File: config.mk
export PLATFORM = sky130hd
export DESIGN_NAME = fnd_scan_ctrl
export DESIGN_NICKNAME = d
export VERILOG_FILES = /design/src/rtl/fnd_scan_ctrl.sv
export SDC_FILE = /design/constraint.sdc
export NUM_CORES = 1
export LEC_CHECK = 0
export CAP_MARGIN = 30
export CORE_ASPECT_RATIO = 0.6
export CORE_MARGIN = 2
export CORE_UTILIZATION = 53
export CTS_CLUSTER_DIAMETER = 200
export DETAILED_ROUTE_END_ITERATION = 8
export PLACE_DENSITY = 0.76
export SYNTH_ARGS = -nofsm -noshare
export SYNTH_HDL_FRONTEND = slang
export SYNTH_SLANG_ARGS = --single-unit
File: constraint.sdc
create_clock -name clk -period 3.1 [get_ports clk]
set_clock_uncertainty 0.2 [all_clocks]
set_input_delay 0.62 -clock clk [delete_from_list [all_inputs] [get_ports clk]]
set_output_delay 0.62 -clock clk [all_outputs]
set_load 0.02 [all_outputs]
File: src/rtl/fnd_scan_ctrl.sv
// 4-digit multiplexed 7-segment driver: sequential double-dabble converts count_data
// to BCD every 16 cycles, and a scan divider strobes one active-low digit at a time.
module fnd_scan_ctrl #(
  parameter int unsigned SCAN_DIV = 100_000,
  parameter bit          BLANK_LZ = 1'b1
) (
  input  logic        clk,
  input  logic        reset,
  input  logic [13:0] count_data,
  output logic [3:0]  fnd_com,
  output logic [7:0]  fnd_data,
  output logic        conv_busy
);

  localparam int unsigned BIN_W     = 14;
  localparam int unsigned BCD_W     = 16;
  localparam int unsigned STEP_W    = 4;
  localparam int unsigned STEP_LAST = 13;
  localparam int unsigned MAX_VAL   = 9999;
  localparam int unsigned DIV_W     = (SCAN_DIV > 1) ? $clog2(SCAN_DIV) : 1;

  typedef enum logic [1:0] {IDLE, SHIFT, DONE} state_t;

  state_t             state_q;
  logic [BIN_W-1:0]   bin_q;
  logic [BCD_W-1:0]   bcd_q;
  logic [BCD_W-1:0]   bcd_adj_c;
  logic [BCD_W-1:0]   disp_q;
  logic [STEP_W-1:0]  step_q;
  logic [DIV_W-1:0]   div_q;
  logic [1:0]         sel_q;
  logic               tick_c;
  logic [3:0]         digit_c;
  logic               blank_c;
  logic [7:0]         seg_c;

  // Add-3 correction on every BCD nibble ahead of the shift
  always_comb begin
    bcd_adj_c = bcd_q;
    for (int i = 0; i < 4; i++) begin
      if (bcd_q[4*i +: 4] >= 4'd5) bcd_adj_c[4*i +: 4] = bcd_q[4*i +: 4] + 4'd3;
    end
  end

  // Conversion FSM; conv_busy tracks SHIFT/DONE on the same edge as the state
  always_ff @(posedge clk or posedge reset) begin
    if (reset) begin
      state_q   <= IDLE;
      bin_q     <= '0;
      bcd_q     <= '0;
      step_q    <= '0;
      disp_q    <= '0;
      conv_busy <= 1'b0;
    end else begin
      case (state_q)
        IDLE: begin
          bin_q     <= (count_data > BIN_W'(MAX_VAL)) ? BIN_W'(MAX_VAL) : count_data;
          bcd_q     <= '0;
          step_q    <= '0;
          state_q   <= SHIFT;
          conv_busy <= 1'b1;
        end
        SHIFT: begin
          bcd_q  <= {bcd_adj_c[BCD_W-2:0], bin_q[BIN_W-1]};
          bin_q  <= {bin_q[BIN_W-2:0], 1'b0};
          step_q <= step_q + STEP_W'(1);
          if (step_q == STEP_W'(STEP_LAST)) state_q <= DONE;
        end
        DONE: begin
          disp_q    <= bcd_q;
          state_q   <= IDLE;
          conv_busy <= 1'b0;
        end
        default: begin
          state_q   <= IDLE;
          conv_busy <= 1'b0;
        end
      endcase
    end
  end

  assign tick_c = (div_q == DIV_W'(SCAN_DIV - 1));

  // Scan divider and digit select
  always_ff @(posedge clk or posedge reset) begin
    if (reset) begin
      div_q <= '0;
      sel_q <= '0;
    end else if (tick_c) begin
      div_q <= '0;
      sel_q <= sel_q + 2'd1;
    end else begin
      div_q <= div_q + DIV_W'(1);
    end
  end

  // Digit pick, leading-zero blanking and segment lookup
  always_comb begin
    digit_c = disp_q[{sel_q, 2'b00} +: 4];
    case (sel_q)
      2'd3:    blank_c = BLANK_LZ && (disp_q[15:12] == 4'd0);
      2'd2:    blank_c = BLANK_LZ && (disp_q[15:8]  == 8'd0);
      2'd1:    blank_c = BLANK_LZ && (disp_q[15:4]  == 12'd0);
      default: blank_c = 1'b0;
    endcase
    case (digit_c)
      4'd0:    seg_c = 8'hC0;
      4'd1:    seg_c = 8'hF9;
      4'd2:    seg_c = 8'hA4;
      4'd3:    seg_c = 8'hB0;
      4'd4:    seg_c = 8'h99;
      4'd5:    seg_c = 8'h92;
      4'd6:    seg_c = 8'h82;
      4'd7:    seg_c = 8'hF8;
      4'd8:    seg_c = 8'h80;
      4'd9:    seg_c = 8'h90;
      default: seg_c = 8'hFF;
    endcase
    if (blank_c) seg_c = 8'hFF;
  end

  // Digit enable and segments registered together from the same select
  always_ff @(posedge clk or posedge reset) begin
    if (reset) begin
      fnd_com  <= 4'b1111;
      fnd_data <= 8'hFF;
    end else begin
      fnd_com  <= ~(4'b0001 << sel_q);
      fnd_data <= seg_c;
    end
  end

endmodule

==> After elaboration in Yosys (flattened, before gate mapping) <==
Memories as Yosys holds them, arrays and structs flattened.
Cells that the tools add are included.
{ "classes": {"add_sub_neg": 7, "n_lt_le_gt_ge": 5, "eq_ne": 8, "n_shift": 2, "n_mux": 14, "bitwise_logic": 1, "reduce_logical": 5} }
{ "ops": {"columns": ["operator", "n"], "rows": [
  ["$pmux 16 s2", 1],
  ["$pmux 14 s2", 1],
  ["$add 17x1->17 const B", 1],
  ["$eq 17x17->1 const B", 1],
  ["$mux 17", 1],
  ["$ge 4x3->1 const B", 4],
  ["$shiftx 16x5->4", 1],
  ["$gt 14x14->1 const B", 1],
  ["$mux 14", 1],
  ["$add 4x2->4 const B", 3],
  ["$logic_not 12->1", 1],
  ["$mux 4", 3],
  ["$logic_not 8->1", 1],
  ["$mux 8", 1],
  ["$pmux 4 s2", 1],
  ["$eq 2x2->1 const B", 3],
  ["$add 4x1->4 const B", 1],
  ["$eq 2x1->1 const B", 2],
  ["$eq 4x4->1 const B", 1],
  ["$logic_not 4->1", 1],
  ["$not 4->4", 1],
  ["$pmux 2 s2", 1],
  ["$shl 1x2->4 const A", 1],
  ["$add 3x2->3 const B", 1],
  ["other kinds (8)", 8]
]} }
{ "word_totals": {"ff_bits": 84, "rom_bits": 112, "in_bits": 16, "out_inout_bits": 13, "wordCells": 53, "mem_count": 1} }
{ "mem_list": {"columns": ["memory", "words", "word_bits", "rd", "rd_ports_with_merged_regs", "write_ports", "line_no", "text"], "rows": [
  ["(name not given)", 16, 7, 1, 0, 0, "106", "case (digit_c)"]
]} }

==> Depth between registers and ports, before layout <==
Gate-level depths: netlist of the first run.
{ "depth": {"ltp_word": 3, "depth_mapped": 7, "ltp_nobuf": 6} }

==> Worst setup path before layout of the first run <==
No wires, ideal clock.
{ "synth_path": {"path_type": "register to register", "startpoint": "register sel_q[1]", "endpoint": "register fnd_data[3]", "setup_ns": 0.096, "arrival_time_ns": 1.717, "t_required_ns": 2.804, "setup_slack_ns": 1.087, "path_stages_with_launch": 7, "path_buffers": 1, "period_less_slack_ns": 2.013, "path_cell_list": "dfrtp_1 buf_6 mux4_1 ha_1 or2_0 a21oi_1 o21ai_1"} }
{ "synth_between": {"elab_chain_len": 3, "elab_cells_between_ends": 7, "cone_classes": "eq/ne: 3; shift: 1; mux: 2; memory: 1"} }
{ "synth_lines": {"columns": ["element", "line_no", "text"], "rows": [
  ["start: declaration", "31", "logic [1:0] sel_q;"],
  ["start signal: assignment", "91", "sel_q <= sel_q + 2'd1;"],
  ["$shiftx 16x5->4, or another cell as far along", "99", "digit_c = disp_q[{sel_q, 2'b00} +: 4];"],
  ["$mem_v2 16x7 or $pmux 1 s3 (tied branches)", null, null],
  ["$mux 8 (*)", "119", "if (blank_c) seg_c = 8'hFF;"],
  ["via seg_c[3]", "35", "logic [7:0] seg_c;"],
  ["end signal: assignment", "129", "fnd_data <= seg_c;"],
  ["end: declaration", "11", "output logic [7:0] fnd_data,"]
]} }
The timed path passes the listed nets; every way through them passes the cells marked *.
A chain may end at the register's enable or synchronous reset.

==> Worst setup path after layout of the first run <==
{ "layout_path": {"startpoint": "input count_data[7]", "endpoint": "register bin_q[1]"} }
{ "layout_between": {"elab_chain_len": 3} }
{ "layout_lines": {"columns": ["element", "line_no", "text"], "rows": [
  ["start: declaration", "9", "input logic [13:0] count_data,"],
  ["$gt 14x14->1", "57", "bin_q <= (count_data > BIN_W'(MAX_VAL)) ? BIN_W'(MAX_VAL) : count_data;"],
  ["$mux 14", "57", null],
  ["$pmux 14 s2", "55", "case (state_q)"],
  ["end signal: assignment", "57", null],
  ["end signal: assignment", "65", "bin_q <= {bin_q[BIN_W-2:0], 1'b0};"],
  ["end: declaration", "25", "logic [BIN_W-1:0] bin_q;"]
]} }
No other way between the ends.

==> results.ini, run 1 <==
[floorplan]
core-area_um2=7760
die_w_um=119
die_area_um2=8630
ioPinCount=29
row_count=25
die_y_um=72.8
initial_core_util=0.538

[synth]
ys_types=46
postSynthAreaPerCell_um2=10.3
yosys_most_used_dff=dfrtp_1
ys_ff_latch=83
synth_fp_nets=444
syn-cell-area_um2=4180
ys_async_sr_fraction=1.00
seq_area_frac_synth=0.501
synth_edf_count=0
syn-instance-count=407
yosys_warnings=0

[critical_path]
crit_path_max_fanout=7
cp_slowest_cell=nor4_1
r2r-end=fnd_data[3]$_DFF_PP1_
timing.critical_path.cells=clkdlybuf4s50_1 -> nor4_1 -> o21ai_0 -> buf_4 -> a211oi_1 -> o31ai_1
worst-setup-path-type=in -> reg
worst-path-stages=6
max_stage_delay_ns=0.46
required_ns=3.11
rr_startpoint=sel_q[1]$_DFFE_PP0N_
arrival_ns=2.42
worst-path-buf-inv=2
r2r_slack_ns=0.83
critPathCaptureType=flip-flop
start_kind=input port
critical_path.top_delay_family=compound AO/OA/AOI/OAI gates
rr_worst_depth=5

[placed_design]
hpwl_mm=5.50
gp_congestion=0.774
placed_area_um2=4550
port_buffers=27

[clocking]
clock-root-buffer=clkbuf_16
clk_path_buf_depth=2
cts_resized=0
clock_latency_ns=0.34
post_cts_buffers=0
path_clk_slew_ns=0.06
cts_tree=done
postCtsHoldBufs=0
cts_made_buffers=9
cts-htree-levels=3
clkSinkCount=83

[sta]
setup_viol=0
tightest_slew_ns=0.572
hold_viol=0
grt_setup_unrepaired=false
hold_ws_ns=0.280
maxClockFrequency_mhz=416
period_share=0.775
setup_tns_ns=0
slew_headroom=0.618
drv_slew=0
period_minus_slack_ns=2.40

[cells_and_area]
num-nets-final=469
antenna_cells=0
fin_area_um2=4890
syn_to_final_growth_pct=17.2
final_layout_size_suffix_gt1_frac=0.124

[run_status]
status=completed

[route]
drt_iter0_drc=126
viasPerCell=5.37
ant_nets=0
remaining_drc_errors=0
firstDrtPassIters=4
detail_route.wl_per_cell_um=14.6
routed_wl_mm=7.98
dr_total_vias=2929

[grt]
grt_util_all_layers=0.205
antenna_found_initial=0
grt_max_degree=54
grt_overflow_total=0
grt_pass1_vias=2904
grt_pass1_wl_mm=13.8

[hold_path]
hold_path_class=reg -> reg
worstHoldPathCells=1
worstHoldEndpoint=div_q[0]$_DFF_PP0_
min_from=div_q[0]$_DFF_PP0_

[pwr]
powerDensity_nw_per_um2=628
peakVddDrop_uv=321
p_leak_nw=2.09

[run]
cap_violations=0

-- how the worst max path moves through the flow --
stage | from | to | slack (ns)
final | count_data[7] | bin_q[1]$_DFFE_PP0P_ | 0.70
after global routing | count_data[7] | bin_q[7]$_DFFE_PP0P_ | 0.58
after CTS | count_data[7] | bin_q[1]$_DFFE_PP0P_ | 0.72
after detailed placement | count_data[7] | bin_q[1]$_DFFE_PP0P_ | 0.37
after global placement | count_data[7] | bin_q[1]$_DFFE_PP0P_ | 0.47
after floorplan | reset | bcd_q[0]$_DFFE_PP0P_ | 0.16
-- registers in the layout, summed over array words and instances (netlist names) --
register and flops:
sel_q 2, div_q 17, step_q 4, disp_q 16, conv_busy 1, fnd_com 4
state_q 2, bcd_q 16, bin_q 14, fnd_data 7
-- cell type report --
type	count	area, um^2
fill	661	2860
sequential	83	2090
multi-input combinational	278	1890
timing repair buffer	34	335
clock buffer	9	225
tap	108	135
clock inverter	7	116
inverter	26	98.8
-- worst reg2reg max path, cell delays in order (launching register included) --
cell     delay [ns]
dfrtp_1        0.56
mux4_1         0.70
ha_1           0.22
or2_0          0.24
a21oi_1        0.19
o21ai_1        0.08
-- synthesized netlist by cell type (all sizes together) (2+ instances only) --
| cell | number | area share |
|---|---|---|
| o211ai | 3 | 0.0054 |
| o21ai | 46 | 0.055 |
| nor2b | 8 | 0.012 |
| and4 | 2 | 0.0042 |
| nand2b | 13 | 0.019 |
| nor3 | 5 | 0.0072 |
| or2b | 2 | 0.0036 |
| and3 | 2 | 0.0030 |
| ha | 21 | 0.063 |
| a22o | 2 | 0.0042 |
| nand4 | 3 | 0.0045 |
| nor3b | 8 | 0.014 |
| or4 | 2 | 0.0036 |
| a21o | 6 | 0.011 |
| a211oi | 7 | 0.013 |
| nand2 | 44 | 0.040 |
| clkbuf | 16 | 0.014 |
| dfstp | 11 | 0.069 |
| mux2 | 14 | 0.038 |
| a21oi | 21 | 0.025 |
| xnor2 | 13 | 0.027 |
| xor2 | 5 | 0.010 |
| nor4 | 2 | 0.0030 |
| nor2 | 14 | 0.013 |
| inv | 26 | 0.023 |
| o31ai | 8 | 0.014 |
| dfrtp | 72 | 0.43 |
| buf | 4 | 0.0084 |
| a2bb2oi | 4 | 0.0084 |
| nand3 | 8 | 0.0096 |
| or3 | 3 | 0.0045 |
| mux4 | 4 | 0.022 |
-- per-layer routing --
| metal | vias up | global-route usage | part of all wire |
|---|---|---|---|
| met5 | - | 0 | 0 |
| li1 | 1449 | - | - |
| met4 | 0 | 0.0648 | 0.0088 |
| met1 | 1421 | 0.276 | 0.50 |
| met2 | 50 | 0.317 | 0.45 |
| met3 | 9 | 0.0695 | 0.042 |
-- stage by stage --
stage / util / setup WS, ns / cells / power [mW]
after global placement: 0.587 / 0.468 / 529 / 1.84
after detailed placement: 0.587 / 0.373 / 529 / 1.87
after global routing: 0.631 / 0.580 / 545 / 3.21
after CTS: 0.631 / 0.722 / 545 / 3.10
final: 0.631 / 0.697 / 545 / 3.08
after floorplan: - / 0.161 / 407 / 1.68
-- logic make-up after synthesis --
kind of cell,Yosys count,synth area share
XOR/XNOR,18,0.0378
multiplexers,19,0.0626
buffers and inverters,46,0.0461
other,1,0.000898
AO/OA/AOI/OAI,99,0.140
flip-flops,83,0.501
adder cells (fa/ha/maj),21,0.0629
AND/OR/NAND/NOR,120,0.149
-- power by group --
part	leakage (nW)	switching (mW)	total, mW	internal [mW]
registers	1.04	0.0915	1.34	1.25
clock network	0.165	0.436	1.22	0.785
logic	0.885	0.265	0.514	0.249
total	2.09	0.792	3.08	2.28
-- cell usage in the layout (no fill, tap or decap), types with 4 or more instances in the layout --
cell / count
a211oi_1: 7
a21o_1: 6
a21oi_1: 21
a2bb2oi_1: 4
buf_4: 6
clkbuf_16: 9
clkdlybuf4s50_1: 27
dfrtp_1: 72
dfstp_2: 11
ha_1: 21
inv_1: 25
mux2_2: 14
nand2_1: 44
nand2b_1: 13
nand3_1: 8
nor2_1: 13
nor2b_1: 8
nor3_1: 4
nor3b_1: 8
o21ai_0: 42
o21ai_1: 4
o31ai_1: 8
xnor2_1: 13
xor2_1: 5
No activity file was read; power rests on OpenSTA's default activity.
==> inputs of run 2 (changes only) <==
CORE_UTILIZATION = 59   (was 53)
PLACE_DENSITY = 0.8   (was 0.76)
clock period = 2.3 ns   (was 3.1 ns; I/O delays follow)
==> run 2 against run 1 <==
Against the previous run: global-route usage rose by 3.9 points; final cell count fell by 3.3%; sequential share of layout area rose by 0.51 points; hold slack improved by 0.0010 ns; critical path depth fell by 5.
==> results.ini, run 2 (synthesis gave the netlist of run 1 again) <==
[run_status]
status=completed

[pwr]
peakVddDrop_uv=879
p_seq_frac=0.468
p_leak_nw=2.08
comb_power_share=0.182
p_switching_mw=1.04
powerDensity_nw_per_um2=796
p_clk_frac=0.350
switching_share=0.270
intPower_mw=2.81

[placed_design]
port_buffers=27
place_inst=511
placed_area_um2=4560
gp_congestion=0.828
hpwl_mm=6.02

[clocking]
cts_resized=0
path_clk_slew_ns=0.05
clkSinkCount=83
post_cts_buffers=0
clock-root-buffer=clkbuf_16
cts-htree-levels=3
cts_tree=done
clk_path_buf_depth=2
cts_made_buffers=9
clock_latency_ns=0.35
postCtsHoldBufs=0

[sta]
period_minus_slack_ns=2.12
drv_slew=0
grt_setup_unrepaired=false
maxClockFrequency_mhz=471
slew_headroom=0.544
setup_tns_ns=0
setup_viol=0
period_share=0.924
tightest_slew_ns=0.684
hold_viol=0

[cells_and_area]
fin_area_um2=4840
antenna_cells=0
final_layout_size_suffix_gt1_frac=0.125
syn_to_final_growth_pct=15.9
final_common_cell=dfrtp_1
num-nets-final=472
regMostFlops=div_q
reg.largest.list=div_q x17, bcd_q x16, disp_q x16
final_cell_mix=71 x dfrtp_1, 44 x nand2_1, 42 x o21ai_0, 27 x clkdlybuf4s50_1, 25 x inv_1
instances_no_fill=527
largest_reg_flops=17

[run]
cap_violations=0

[grt]
grt_util_all_layers=0.244
antenna_found_initial=0
grt_max_degree=47
grt_pass1_wl_mm=14.9
grt_overflow_total=0
grt_pass1_vias=3038

[route]
ant_nets=0
dr_total_vias=3030
detail_route.wl_per_cell_um=16.3
routed_wl_mm=8.56
firstDrtPassIters=4
viasPerCell=5.75
drt_iter0_drc=223
remaining_drc_errors=0

[floorplan]
ioPinCount=29
row_count=23
die_w_um=113
die_y_um=69.2
initial_core_util=0.617
die_area_um2=7790
core-area_um2=6760

[critical_path]
timing.critical_path.cells=clkdlybuf4s50_1
worst-path-buf-inv=1
rr_worst_depth=5
max_stage_delay_ns=0.60
worst-setup-path-type=reg -> out
arrival_ns=1.46
worst-path-stages=1
cp_slowest_cell=clkdlybuf4s50_1
required_ns=1.64
critical_path.top_delay_family=buffers and inverters
start_kind=flip-flop
critPathCaptureType=output port
crit_path_max_fanout=1

[hold_path]
worstHoldPathCells=2
hold_path_class=reg -> reg

## run 2: worst paths after layout
| path | startpoint | end | slack [ns] |
|---|---|---|---|
| worst max-delay path | fnd_com[2]$_DFF_PP1_ | fnd_com[2] | 0.18 |
| worst min register to register | bcd_q[13]$_DFFE_PP0P_ | bcd_q[13]$_DFFE_PP0P_ | 0.28 |
| worst min-delay path | bcd_q[13]$_DFFE_PP0P_ | bcd_q[13]$_DFFE_PP0P_ | 0.28 |
| min in group asynchronous | reset | sel_q[0]$_DFFE_PP0N_ | 0.31 |
| worst max register to register | sel_q[1]$_DFFE_PP0N_ | fnd_data[3]$_DFF_PP1_ | 0.20 |
| max in group asynchronous | reset | disp_q[11]$_DFFE_PP0N_ | 1.05 |
## run 2: final cells by class
cell class / instances / area (um^2)
Clock buffer: 14 / 264
Clock inverter: 2 / 10.0
Fill cell: 497 / 1920
Inverter: 26 / 101
Multi-Input combinational cell: 278 / 1890
Sequential cell: 83 / 2090
Tap cell: 87 / 109
Timing Repair Buffer: 37 / 370
## run 2: per-layer routing
metal | global-route usage | vias to the layer above | wire length (um)
li1 | - | 1466 | -
met4 | 0.103 | 0 | 133
met1 | 0.355 | 1495 | 4210
met3 | 0.0642 | 14 | 394
met5 | 0 | - | 0
met2 | 0.347 | 55 | 3830
## run 2: per-stage QoR
step	setup WS (ns)	hold slack, ns	util	total power, mW
after CTS	0.131	0.285	0.715	3.87
after detailed placement	0.0696	0.272	0.675	2.52
after global routing	0.0803	0.315	0.715	4.04
after floorplan	0.287	0.242	-	2.27
after global placement	0.121	0.263	0.675	2.49
final	0.176	0.281	0.715	3.85
## run 2: power by group through the flow
| stage | clock network (mW) | registers, mW | logic [mW] |
|---|---|---|---|
| detailed placement | 0 | 1.82 | 0.698 |
| floorplan | 0 | 1.85 | 0.417 |
| global placement | 0 | 1.81 | 0.674 |
| global route | 1.43 | 1.82 | 0.780 |
| CTS | 1.36 | 1.80 | 0.704 |
| finish | 1.35 | 1.80 | 0.700 |
## run 2: worst min-delay path, stage by stage, from the launching register on
cell and delay [ns]:
dfrtp_1 0.34, nand2_1 0.04, o21ai_0 0.06
==> RTL change, RTL diff (flow settings as in run 2) <==
`STEP_W`: 4 -> 6.
--- a/src/rtl/fnd_scan_ctrl.sv
+++ b/src/rtl/fnd_scan_ctrl.sv
@@ -14,7 +14,7 @@
 
   localparam int unsigned BIN_W     = 14;
   localparam int unsigned BCD_W     = 16;
-  localparam int unsigned STEP_W    = 4;
+  localparam int unsigned STEP_W    = 6;
   localparam int unsigned STEP_LAST = 13;
   localparam int unsigned MAX_VAL   = 9999;
   localparam int unsigned DIV_W     = (SCAN_DIV > 1) ? $clog2(SCAN_DIV) : 1;
Check against the original RTL: no difference found for any inputs over 10 cycles, from zero or initial values and one cycle with reset high; that may be too few to reach the edited logic, so the function may still have changed.
==> RTL change against run 2 <==
Worst setup slack worse by 0.030 ns; power rose by 5.6%; largest cell class unchanged; critical endpoint is now fnd_data[0]; sequential share of layout area fell by 0.27 points; clock power is 16% higher; synthesized cell count increased by 1.7%; cell count increased by 1.3%; count of clock-buffer cells in the layout unchanged; sequential cell count increased by 2; highest routed layer unchanged; wire length up 0.34%; final area rose by 3.0%; area after synthesis up 2.4%; first-iteration DRC count decreased by 19%.
==> RTL change: results (changes against run 2) <==
* Share of the yosys chip area belonging to registers at 50.1% (about the same)
* End of the worst register-to-register path: fnd_data[0]
* Fraction of the mapped netlist area in compound gates at 13.6% (-0.39 points)
* Startpoint of the worst setup timing path: sel_q[1]
* Worst hold slack after final layout at 0.286 ns (+0.00517 ns)
* Pin count of the biggest net entering global routing at 86 (+83%)
* Lkg Pwr at 2.14 nW (+3.0%)
* DR iter-0 viols at 181 (-19%)
* Gp weighted congestion at 0.853 (+2.9%)
* Wire length of the first global-routing pass at 15100 µm (+1.3%)
* Status: completed
* Hold EP: bin_q[1]
* Hold_sp: bin_q[1]
* Non-filler instance count after layout at 534 (+1.3%)
* Async set-reset flop share out of synthesis at 100% (unchanged)
* Number of global-route vias before repair at 3033 (-0.16%)
* Largest registers ranked by flip-flop count: div_q: 17 flops, bcd_q: 16 flops, disp_q: 16 flops
* Critical path peak fanout at 5 (+4)
* DRT Pass-1 Iters at 5 (+1)
* Post-Place Cells at 518 (+1.4%)
* Post-synthesis share of cell area spent on xor and xnor gates at 3.89% (+0.12 points)
* Adder and majority gate portion of the synthesized area at 6.14% (-0.15 points)
* Largest cells by area after synthesis: dfrtp_1, dfstp_2, ha_1
* Worst slew pin tran at 0.841 ns (+0.156 ns)
* Routed Wire Length at 8590 µm (+0.34%)
* Most frequent cells after synthesis: dfrtp_1, nand2_1, o21ai_0, inv_1, a21oi_1
* Diodes inserted at 0 (unchanged)
* Mux cell area share after synthesis at 6.32% (+0.056 points)
* Fill count at 500 (+0.60%)
* CTS Root Cell: clkbuf_16
* Net count of the mapped netlist at 451 (+1.6%)
* GRT Util Overall at 24.3% (-0.076 points)
* Fraction of final layout cells with drive strength greater than 1 at 13.4% (+0.92 points)
* Mean instance size in the synthesized netlist at 10.3 µm² (+0.70%)
* Slowest cell on the critical path: mux4_2
* Total placed instance area at 4650 µm² (+1.9%)
* Post-placement worst setup slack at -0.184 ns (-0.254 ns)
* Half-perimeter wire length of the detailed placement result at 5680 µm (-5.7%)
* Clock insertion delay at the later pin of the skew report at 0.34 ns
* Hold crit path type: reg -> reg
* Distinct cells, synth at 44 (-4.3%)
* Slack of the worst reg-to-reg path at 0.15 ns (-0.05 ns)
* Count of nets after finishing at 479 (+1.5%)
* Post-route standard cell area excluding fillers at 4980 µm² (+3.0%)
* Via total after detailed routing at 3101 (+2.3%)
* Arrival time of the worst setup path at 2.19 ns (+0.73 ns)
* Peak supply drop at 0.600 mV (-32%)
* Clock input transition at the sequential cells of the worst setup and hold paths at 0.06 ns
RTL change: cell types whose count changed after synthesis, sizes merged, moves of 3 or more:
cell,before,now
xnor2,13,9
a21o,6,1
xor2,5,10
nor2b,8,12
o21ai,46,42
a211o,0,4
a22o,2,5
a21oi,21,25
or4,2,5
a2bb2oi,4,0
nand2,44,48
RTL change: kinds of logic (layout without fill, tap and decap cells):
family / count (synthesis) / in the layout
AOI/OAI and AO/OA: 98 / 98
xor gates and xnor gates: 19 / 19
adders and majority gates: 21 / 21
buffers and inverters: 45 / 78
DFF: 85 / 85
muxes: 20 / 20
other: 1 / 1
and+or+nand+nor: 125 / 125
RTL change: layer usage:
layer  global-route usage, %  part of all wire [%]
met1                    35.8                    50
met2                    35.5                    43
met5                       0                     0
met4                    7.99                   1.6
met3                    6.08                   4.6
RTL change: cell type report:
| cell class | count | share of cell area [%] |
|---|---|---|
| multi-input cells | 284 | 39.2 |
| flip-flops and latches | 85 | 43.0 |
| clock buffers | 14 | 5.90 |
| clock inverters | 2 | 0.753 |
| inverters | 27 | 2.11 |
| well taps | 87 | 2.18 |
| repair buffers | 35 | 6.88 |
RTL change: report_power, final:
| group | internal, mW | leakage [nW] | switching (mW) |
|---|---|---|---|
| clock network | 0.989 | 0.161 | 0.573 |
| logic | 0.321 | 0.908 | 0.353 |
| registers | 1.71 | 1.07 | 0.115 |
RTL change: critical path, delay by kind of cell, from the launching register on:
family	cells	cell delay (ns)
muxes	1	0.59
DFF	1	0.48
and+or+nand+nor	1	0.30
AOI/OAI and AO/OA	2	0.27
adders and majority gates	1	0.21
RTL change: worst max path at each step:
stage                        to  slack [ns]
finish              fnd_data[0]        0.15
global route           div_q[1]        0.03
CTS                 fnd_data[0]        0.13
detailed placement     bin_q[2]       -0.18
global placement       bin_q[6]       -0.15
floorplan              sel_q[1]        0.23
RTL change: what timing repair did:
| item | in CTS | in global routing |
|---|---|---|
| setup buffers | 0 | 0 |
| endpoints found under the setup margin | 0 | 1 |
| gates resized for setup | 0 | 1 |
| hold endpoints to repair | 0 | 0 |
